--- src/rtl/invader_fire_ctrl_pkg.sv ---
// Shared constants and state encoding for the invader fire scheduler.
package invader_fire_ctrl_pkg;

    localparam int INVADERS_H = 11;
    localparam int INVADERS_V = 5;
    localparam int NUM_SLOTS  = 3;

    // Galois feedback mask for x^16 + x^14 + x^13 + x^11 (right-shifting form).
    localparam logic [15:0] LFSR_TAPS = 16'hB400;

    typedef enum logic [2:0] {
        ST_IDLE  = 3'd0,
        ST_PICK  = 3'd1,
        ST_SCAN  = 3'd2,
        ST_ISSUE = 3'd3,
        ST_COOL  = 3'd4
    } state_t;

endpackage

--- src/rtl/invader_fire_ctrl_lfsr.sv ---
// Free-running 16-bit Galois LFSR; exposes the low nibble used for column choice.
module fire_lfsr
    import invader_fire_ctrl_pkg::*;
#(
    parameter logic [15:0] SEED = 16'hACE1
) (
    input  logic       clk,
    input  logic       rst,
    output logic [3:0] lfsr_col_o
);

    logic [15:0] lfsr_q;
    logic [15:0] lfsr_d;

    // Next LFSR value: shift right, fold taps back in when the outgoing bit is set.
    always_comb begin
        lfsr_d = {1'b0, lfsr_q[15:1]} ^ (lfsr_q[0] ? LFSR_TAPS : 16'h0000);
    end

    // LFSR state register.
    always_ff @(posedge clk) begin
        if (rst) begin
            lfsr_q <= SEED;
        end else begin
            lfsr_q <= lfsr_d;
        end
    end

    assign lfsr_col_o = lfsr_q[3:0];

endmodule

--- src/rtl/invader_fire_ctrl.sv ---
// Invader shot scheduler: cooldown pacing, random column pick, bottom-most
// alive invader search and valid/ack hand-off to the missile datapath.
module invader_fire_ctrl
    import invader_fire_ctrl_pkg::*;
#(
    parameter int          COOLDOWN_FRAMES = 48,
    parameter logic [15:0] LFSR_SEED       = 16'hACE1
) (
    input  logic        clk,
    input  logic        rst,
    input  logic        frame,
    input  logic        enable,
    input  logic [54:0] alive,
    input  logic [2:0]  slot_busy,
    output logic        fire_valid,
    input  logic        fire_ack,
    output logic [1:0]  fire_slot,
    output logic [3:0]  fire_col,
    output logic [2:0]  fire_row,
    output logic [5:0]  fire_num
);

    state_t      state_q, state_d;
    logic [7:0]  cool_q, cool_d;
    logic [3:0]  scan_col_q, scan_col_d;
    logic [3:0]  scan_cnt_q, scan_cnt_d;
    logic        valid_q, valid_d;
    logic [1:0]  slot_q, slot_d;
    logic [3:0]  col_q, col_d;
    logic [2:0]  row_q, row_d;
    logic [5:0]  num_q, num_d;

    logic [3:0]  lfsr_col_s;
    logic [3:0]  pick_col_s;
    logic [1:0]  free_slot_s;
    logic [4:0]  col_bits_s;
    logic        hit_s;
    logic [2:0]  hit_row_s;
    logic [5:0]  num_s;

    fire_lfsr #(.SEED(LFSR_SEED)) u_lfsr (
        .clk        (clk),
        .rst        (rst),
        .lfsr_col_o (lfsr_col_s)
    );

    // Column choice, free-slot and bottom-most-row priority encoders.
    always_comb begin
        pick_col_s = (lfsr_col_s >= 4'd11) ? (lfsr_col_s - 4'd11) : lfsr_col_s;
        casez (slot_busy)
            3'b??0:  free_slot_s = 2'd0;
            3'b?01:  free_slot_s = 2'd1;
            3'b011:  free_slot_s = 2'd2;
            default: free_slot_s = 2'd0;
        endcase
        col_bits_s = 5'b00000;
        for (int r = 0; r < INVADERS_V; r++) begin
            col_bits_s[r] = alive[6'(r * INVADERS_H) + 6'(scan_col_q)];
        end
        hit_s = |col_bits_s;
        casez (col_bits_s)
            5'b1????: hit_row_s = 3'd4;
            5'b01???: hit_row_s = 3'd3;
            5'b001??: hit_row_s = 3'd2;
            5'b0001?: hit_row_s = 3'd1;
            5'b00001: hit_row_s = 3'd0;
            default:  hit_row_s = 3'd0;
        endcase
        num_s = 6'(hit_row_s) * 6'd11 + 6'(scan_col_q);
    end

    // Scheduler next-state logic; enable low forces a return to idle.
    always_comb begin
        state_d    = state_q;
        cool_d     = cool_q;
        scan_col_d = scan_col_q;
        scan_cnt_d = scan_cnt_q;
        valid_d    = valid_q;
        slot_d     = slot_q;
        col_d      = col_q;
        row_d      = row_q;
        num_d      = num_q;
        case (state_q)
            ST_IDLE: begin
                if (frame && (slot_busy != 3'b111)) begin
                    state_d = ST_PICK;
                end else begin
                    state_d = ST_IDLE;
                end
            end
            ST_PICK: begin
                slot_d     = free_slot_s;
                scan_col_d = pick_col_s;
                scan_cnt_d = 4'd0;
                state_d    = ST_SCAN;
            end
            ST_SCAN: begin
                if (hit_s) begin
                    col_d   = scan_col_q;
                    row_d   = hit_row_s;
                    num_d   = num_s;
                    valid_d = 1'b1;
                    state_d = ST_ISSUE;
                end else begin
                    scan_col_d = (scan_col_q == 4'd10) ? 4'd0 : (scan_col_q + 4'd1);
                    scan_cnt_d = scan_cnt_q + 4'd1;
                    // Eleventh consecutive miss means the formation is empty.
                    state_d    = (scan_cnt_q == 4'd10) ? ST_IDLE : ST_SCAN;
                end
            end
            ST_ISSUE: begin
                if (fire_ack) begin
                    valid_d = 1'b0;
                    cool_d  = 8'(COOLDOWN_FRAMES);
                    state_d = ST_COOL;
                end else begin
                    valid_d = 1'b1;
                end
            end
            ST_COOL: begin
                if (frame) begin
                    cool_d  = (cool_q <= 8'd1) ? 8'd0 : (cool_q - 8'd1);
                    state_d = (cool_q <= 8'd1) ? ST_IDLE : ST_COOL;
                end else begin
                    state_d = ST_COOL;
                end
            end
            default: begin
                valid_d = 1'b0;
                state_d = ST_IDLE;
            end
        endcase
        if (!enable) begin
            valid_d = 1'b0;
            state_d = ST_IDLE;
        end else begin
            valid_d = valid_d;
        end
    end

    // State and output registers.
    always_ff @(posedge clk) begin
        if (rst) begin
            state_q    <= ST_IDLE;
            cool_q     <= 8'd0;
            scan_col_q <= 4'd0;
            scan_cnt_q <= 4'd0;
            valid_q    <= 1'b0;
            slot_q     <= 2'd0;
            col_q      <= 4'd0;
            row_q      <= 3'd0;
            num_q      <= 6'd0;
        end else begin
            state_q    <= state_d;
            cool_q     <= cool_d;
            scan_col_q <= scan_col_d;
            scan_cnt_q <= scan_cnt_d;
            valid_q    <= valid_d;
            slot_q     <= slot_d;
            col_q      <= col_d;
            row_q      <= row_d;
            num_q      <= num_d;
        end
    end

    assign fire_valid = valid_q;
    assign fire_slot  = slot_q;
    assign fire_col   = col_q;
    assign fire_row   = row_q;
    assign fire_num   = num_q;

endmodule

--- config.mk ---
export PLATFORM = sky130hd
export DESIGN_NAME = invader_fire_ctrl
export DESIGN_NICKNAME = d
export VERILOG_FILES = /design/src/rtl/invader_fire_ctrl_pkg.sv /design/src/rtl/invader_fire_ctrl_lfsr.sv /design/src/rtl/invader_fire_ctrl.sv
export SDC_FILE = /design/constraint.sdc
export NUM_CORES = 1
export LEC_CHECK = 0
export ABC_AREA = 1
export CORE_MARGIN = 3
export CORE_UTILIZATION = 25
export DETAILED_ROUTE_END_ITERATION = 10
export DONT_BUFFER_PORTS = 1
export HOLD_SLACK_MARGIN = 0.03
export PLACE_DENSITY = 0.38
export SYNTH_ARGS = -nofsm -noshare
export SYNTH_HDL_FRONTEND = slang
export SYNTH_SLANG_ARGS = --single-unit
--- constraint.sdc ---
create_clock -name clk -period 4.5 [get_ports clk]
set_input_delay 0.9 -clock clk [delete_from_list [all_inputs] [get_ports clk]]
set_output_delay 0.9 -clock clk [all_outputs]
set_load 0.02 [all_outputs]
Word level (Yosys, flattened, before mapping)
Index checks and enable logic that the tools add are counted.
- register bits after elaboration: 51
- output and inout bits: 16
- logic and storage cells: 90
- add/subtract/negate cells: 9
- multipliers: 1
- magnitude comparators: 7
- eq/ne operators: 16
- multiplexer cells: 33
- bitwise logic cells: 3
- reductions and logical operators: 11
- operators by type and width (operator ; count):
    1-bit binary-select mux with 6-bit select ; 4
    8-bit two-way mux ; 3
    6-bit by 7-bit less-than comparator with 1-bit output, second input constant ; 3
    16-bit two-way mux ; 1
    4-bit two-way mux ; 4
    4-bit case mux with 2 select lines ; 2
    8-bit case mux with 2 select lines ; 1
    15-bit by 16-bit XOR with 16-bit output ; 1
    3-bit case mux with 5 select lines ; 1
    6-bit by 4-bit adder with 6-bit output, first input constant ; 2
    3-bit case mux with 4 select lines ; 1
    3-bit by 2-bit equality test with 1-bit output, second input constant ; 3
    3-bit two-way mux ; 3
    4-bit by 1-bit adder with 4-bit output, second input constant ; 2
    4-bit equality test, second input constant ; 2
    8-bit by 1-bit less-or-equal comparator with 1-bit output, second input constant ; 1
    1-bit two-way mux ; 8
    2-bit inequality test, second input constant ; 4
    8-bit by 1-bit subtractor with 8-bit output, second input constant ; 1
    4-bit by 7-bit less-than comparator with 1-bit output, second input constant ; 1
    5-bit by 7-bit less-than comparator with 1-bit output, second input constant ; 1
    5-bit by 4-bit adder with 6-bit output, first input constant ; 1
    6-bit by 4-bit adder with 6-bit output ; 1
    3-bit by 1-bit equality test with 1-bit output, second input constant ; 2
    other kinds (21) ; 27

Depth between registers and ports, before layout
- depth in word-level cells: 7
- mapped depth: 27
- mapped depth without buffers: 24

Cells and area by module
From an unflattened synthesis, not the netlist that was laid out.
- cells, all modules: 714
- area, all modules: 4339.2 um^2
- by module, submodules not included (module ; times used ; cells each ; area an instance (um^2)):
    invader_fire_ctrl ; 1 ; 659 ; 3834.9
    fire_lfsr ; 1 ; 55 ; 504.2

Worst setup path after synthesis
OpenSTA, ideal clock, no wires.
- path type: register to register
- from: register scan_col_q[1]
- to: register num_q[5], in the netlist fire_num[5]
- library setup time: 112 ps
- arrival time: 3936 ps
- path slack: 452 ps
- stages on the path, launching flop included: 27
- cells stage by stage: dfxtp_1 > buf_4 > inv_4 > buf_4 > ha_1 > buf_4 > buf_2 > nor2_1 > o21ai_1 > nand3_1 > nand3_1 > nand2_1 > nand2_1 > nand2_1 > nand2_1 > a21oi_1 > ha_1 > ha_1 > ha_1 > fa_1 > nand3_1 > nand2_1 > xnor2_1 > xor2_1 > nand3_1 > nand2_1 > nor2_1
- cells in the longest elaborated chain, start to end: 7
- RTL lines (what ; RTL line ; source):
    from (decl) ; invader_fire_ctrl.sv:25 ; logic [3:0] scan_col_q, scan_col_d;
    from (signal assigned) ; invader_fire_ctrl.sv:156 ; scan_col_q <= scan_col_d;
    6-bit by 4-bit adder with 6-bit output (tied with other cells) ; invader_fire_ctrl.sv:58 ; col_bits_s[r] = alive[6'(r * INVADERS_H) + 6'(scan_col_q)];
    1-bit binary-select mux with 6-bit select ; invader_fire_ctrl.sv:58 ;
    1-bit two-way mux (implied by the code) ; invader_fire_ctrl.sv:58 ;
    4-bit by 1-bit equality test with 1-bit output (tied with other cells) ; invader_fire_ctrl.sv:61 ; casez (col_bits_s)
    3-bit case mux with 4 select lines * ; invader_fire_ctrl.sv:61 ;
    named net hit_row_s[0] ; invader_fire_ctrl.sv:38 ; logic [2:0] hit_row_s;
    3-bit by 4-bit multiplier with 6-bit output * ; invader_fire_ctrl.sv:69 ; num_s = 6'(hit_row_s) * 6'd11 + 6'(scan_col_q);
    6-bit by 4-bit adder with 6-bit output * ; invader_fire_ctrl.sv:69 ;
    to (signal assigned) ; invader_fire_ctrl.sv:162 ; num_q <= num_d;
    to (decl) ; invader_fire_ctrl.sv:31 ; logic [5:0] num_q, num_d;
The timed path passes the listed nets; every way through them passes the cells marked *. The select of a mux whose other input is x is not followed.
A chain may end at the register's enable or synchronous reset.

Worst setup path in the final report
Ends and elaborated chain as after synthesis.

==> results.yml <==
worst_setup_path:
  required_ns: 4.69
  critPathCaptureType: "flop"
  crit_type: "flop to flop"
  r2r-start: "scan_col_q[1]"
  crit_start: "scan_col_q[1]"
  critPathLaunchType: "flop"
  crit_fanout: 18
  arrival_ns: 4.31
cells_and_area:
  nNetsFinal: 734
  area_growth_pct: 9.11
  antennaDiodeCount: 0
  drive_gt1_share_pct: 6.68
  num-fill-cells: 1760
grt:
  grt_pass1_vias: 3876
  grt_max_degree: 52
  grt_pass1_wl_mm: 19.8
  grt_util_all_layers_pct: 13.5
  gr-total-overflow: 0
  antenna_found_initial: 0
clocking:
  cts_tree: "done"
  cts_buffers: 5
  cts_sinks: 51
  cts.htree.levels: 2
  cts.path.max_buffers: 2
  worst_skew_pair.late_latency_ns: 0.30
  clk_pin_slew_worst_paths_ns: 0.08
  root_buffer: "clkbuf_16"
synthesis:
  synth-seq-cells: 51
  syn_nets: 739
  syn_area_per_cell_um2: 6.28
  yosys_warnings: 0
  syn_inst: 648
  yosysUniqueCellTypes: 40
  syn_area_mm2: 0.00407
  seq_area_frac_synth_pct: 25.1
power_and_ir_drop:
  power_switching_share_pct: 34.0
  p_leak_uw: 0.00200
  power_density_mw_per_mm2: 282
  p_switching_uw: 426
  ir_drop_uv: 131
  p_seq_share_pct: 38.8
  p_int_uw: 827
  clockPowerShare_pct: 31.7
  p_comb_share_pct: 29.5
min_path:
  hold_start: "u_lfsr.lfsr_q[5]"
  hold_class: "flop to flop"
die:
  rows: 45
  fp.dieW_um: 134
  coreArea_mm2: 0.0155
  initial_core_util_pct: 26.2
  num_io_pins: 79
  die_height_um: 134
  die-area_mm2: 0.0178
job:
  drv_cap: 0
drt:
  vias: 4012
  avgRoutedWirePerCell_um: 14.3
  drtPass1Iterations: 4
  drc: 0
  totalWireLength_mm: 12.2
  ant_nets: 0
  viasPerCell: 4.69
  drt_iter0_markers: 220
timing:
  final_hold_viol_count: 0
  slew_violations: 0
  setup_ws_ns: 0.375
  worst_slew_pin_slew_ns: 0.537
  slew_headroom_pct: 64.0
  fmax_ghz: 0.242
  finalSetupViolCount: 0
  post-route-period-util_pct: 91.7
  fin_setup_tns_ns: 0
  finalCriticalPeriod_ns: 4.12
  clock_skew_ns: 0.00984
  rsz0062_at_grt: "no"
placed_design:
  post-place-ws_ns: 0.319
  hpwl_mm: 9.43
  gp_congestion: 0.818
  port_buffers: 0
outcome:
  status: "completed"
## flip-flops by register name (all words and copies together) (netlist names)
signal,count
state_q,3
fire_col,4
fire_valid,1
u_lfsr.lfsr_q,16
fire_num,6
scan_cnt_q,4
cool_q,8
fire_slot,2
scan_col_q,4
fire_row,3
## final timing paths
check	endpoint	slack, ns	depth (start not counted)
setup reg to reg	fire_num[5]	0.38	22
hold reg to reg	u_lfsr.lfsr_q[4]	0.40	2
setup / recovery	fire_num[5]	0.38	22
hold / removal	u_lfsr.lfsr_q[4]	0.40	2
## routing by layer
metal	vias up	track usage [%]	share of wire (%)
met5	-	0	0
met1	1813	17.5	46
met4	0	2.57	0.79
li1	2108	-	-
met3	8	2.08	4.5
met2	83	24.0	49
## cell families (layout without fill, tap and decap cells)
logic type      Yosys count  in the layout  synth area share (%)
compound gates           80             80                  10.9
xor+xnor                 15             15                  3.23
fa+ha+maj                28             28                  9.17
buf+inv                  80             76                  9.23
flops                    51             51                  25.1
other cells               1              1                0.0922
simple gates            393            393                  42.3
## cell type report
cell class              count  area [µm²]  area share, %
clock inverters             3        27.5          0.620
clock buffers               5         125           2.82
inverters                  52         200           4.51
repair buffers             16         128           2.88
well taps                 211         264           5.95
multi-input cells         517        2670           60.2
flip-flops and latches     51        1020           23.0
## synthesized netlist by cell type (all sizes together)
master / count / area share (%)
nand3b: 6 / 1.1
nand2: 156 / 15
a41oi: 1 / 0.22
ha: 25 / 7.7
dfxtp: 51 / 25
clkbuf: 8 / 0.74
o2111ai: 1 / 0.22
o21ai: 39 / 4.8
a211oi: 1 / 0.18
a31oi: 1 / 0.15
nor3: 3 / 0.37
nand3: 115 / 14
a21oi: 27 / 3.5
inv: 50 / 4.7
conb: 1 / 0.092
nor2: 104 / 9.8
or2: 5 / 0.77
buf: 20 / 3.6
nand4: 2 / 0.68
a21o: 1 / 0.18
and2: 1 / 0.22
fa: 3 / 1.5
xnor2: 6 / 1.3
xor2: 9 / 1.9
clkinv: 2 / 0.18
nor4: 1 / 0.15
o211ai: 5 / 0.92
a221oi: 1 / 0.22
o22ai: 3 / 0.46
## power by group through the flow
stage / clock, µW / combinational, µW / sequential, µW
after floorplan: 0 / 297 / 494
after global placement: 0 / 378 / 498
after detailed placement: 0 / 375 / 498
after CTS: 418 / 377 / 487
after global routing: 436 / 433 / 489
final: 397 / 369 / 487
## placed cells by master, fill, tap and decap left out, types with 3 or more instances in the layout
| master | n |
|---|---|
| o21ai_0 | 28 |
| or2_2 | 5 |
| nor2_1 | 103 |
| o21ai_1 | 11 |
| o211ai_1 | 5 |
| fa_1 | 3 |
| inv_1 | 47 |
| clkbuf_16 | 5 |
| nand3b_1 | 6 |
| xor2_1 | 9 |
| a21oi_1 | 25 |
| o22ai_1 | 3 |
| buf_4 | 14 |
| nand2_1 | 151 |
| nand2_4 | 3 |
| xnor2_1 | 6 |
| dfxtp_1 | 50 |
| ha_1 | 25 |
| nand3_1 | 115 |
| nor3_1 | 3 |
## through the flow
stage	util (%)	power [µW]	cell area [µm²]	instances	hold slack [ns]
after floorplan	-	791	4070	648	0.388
after global placement	27.5	876	4280	847	0.390
after detailed placement	27.5	872	4280	847	0.393
after CTS	28.5	1280	4430	855	0.405
after global routing	28.6	1360	4440	855	0.420
final	28.6	1250	4440	855	0.403
## worst max-delay path, cell delays in order, from the launching register on
cell and delay, ns:
dfxtp_1 0.39, inv_4 0.05, buf_4 0.20, ha_1 0.32, buf_4 0.18, o21ai_0 0.09, o21ai_0 0.26, a21oi_1 0.11
nand2_1 0.07, nand2_1 0.12, and2_4 0.18, nor2_1 0.18, ha_1 0.27, ha_1 0.27, ha_1 0.22, fa_1 0.40
nand3_1 0.10, nand2_1 0.06, xnor2_1 0.16, xor2_1 0.16, nand3_1 0.09, nand2_1 0.06, nor2_1 0.06
## repair_timing
action	in CTS	in global routing
resized for setup	0	2
endpoints found under the hold margin	0	0
buffers inserted	0	0
endpoints found under the setup margin	0	1
hold buffers	0	0
Power figures use the tool's default switching activity.
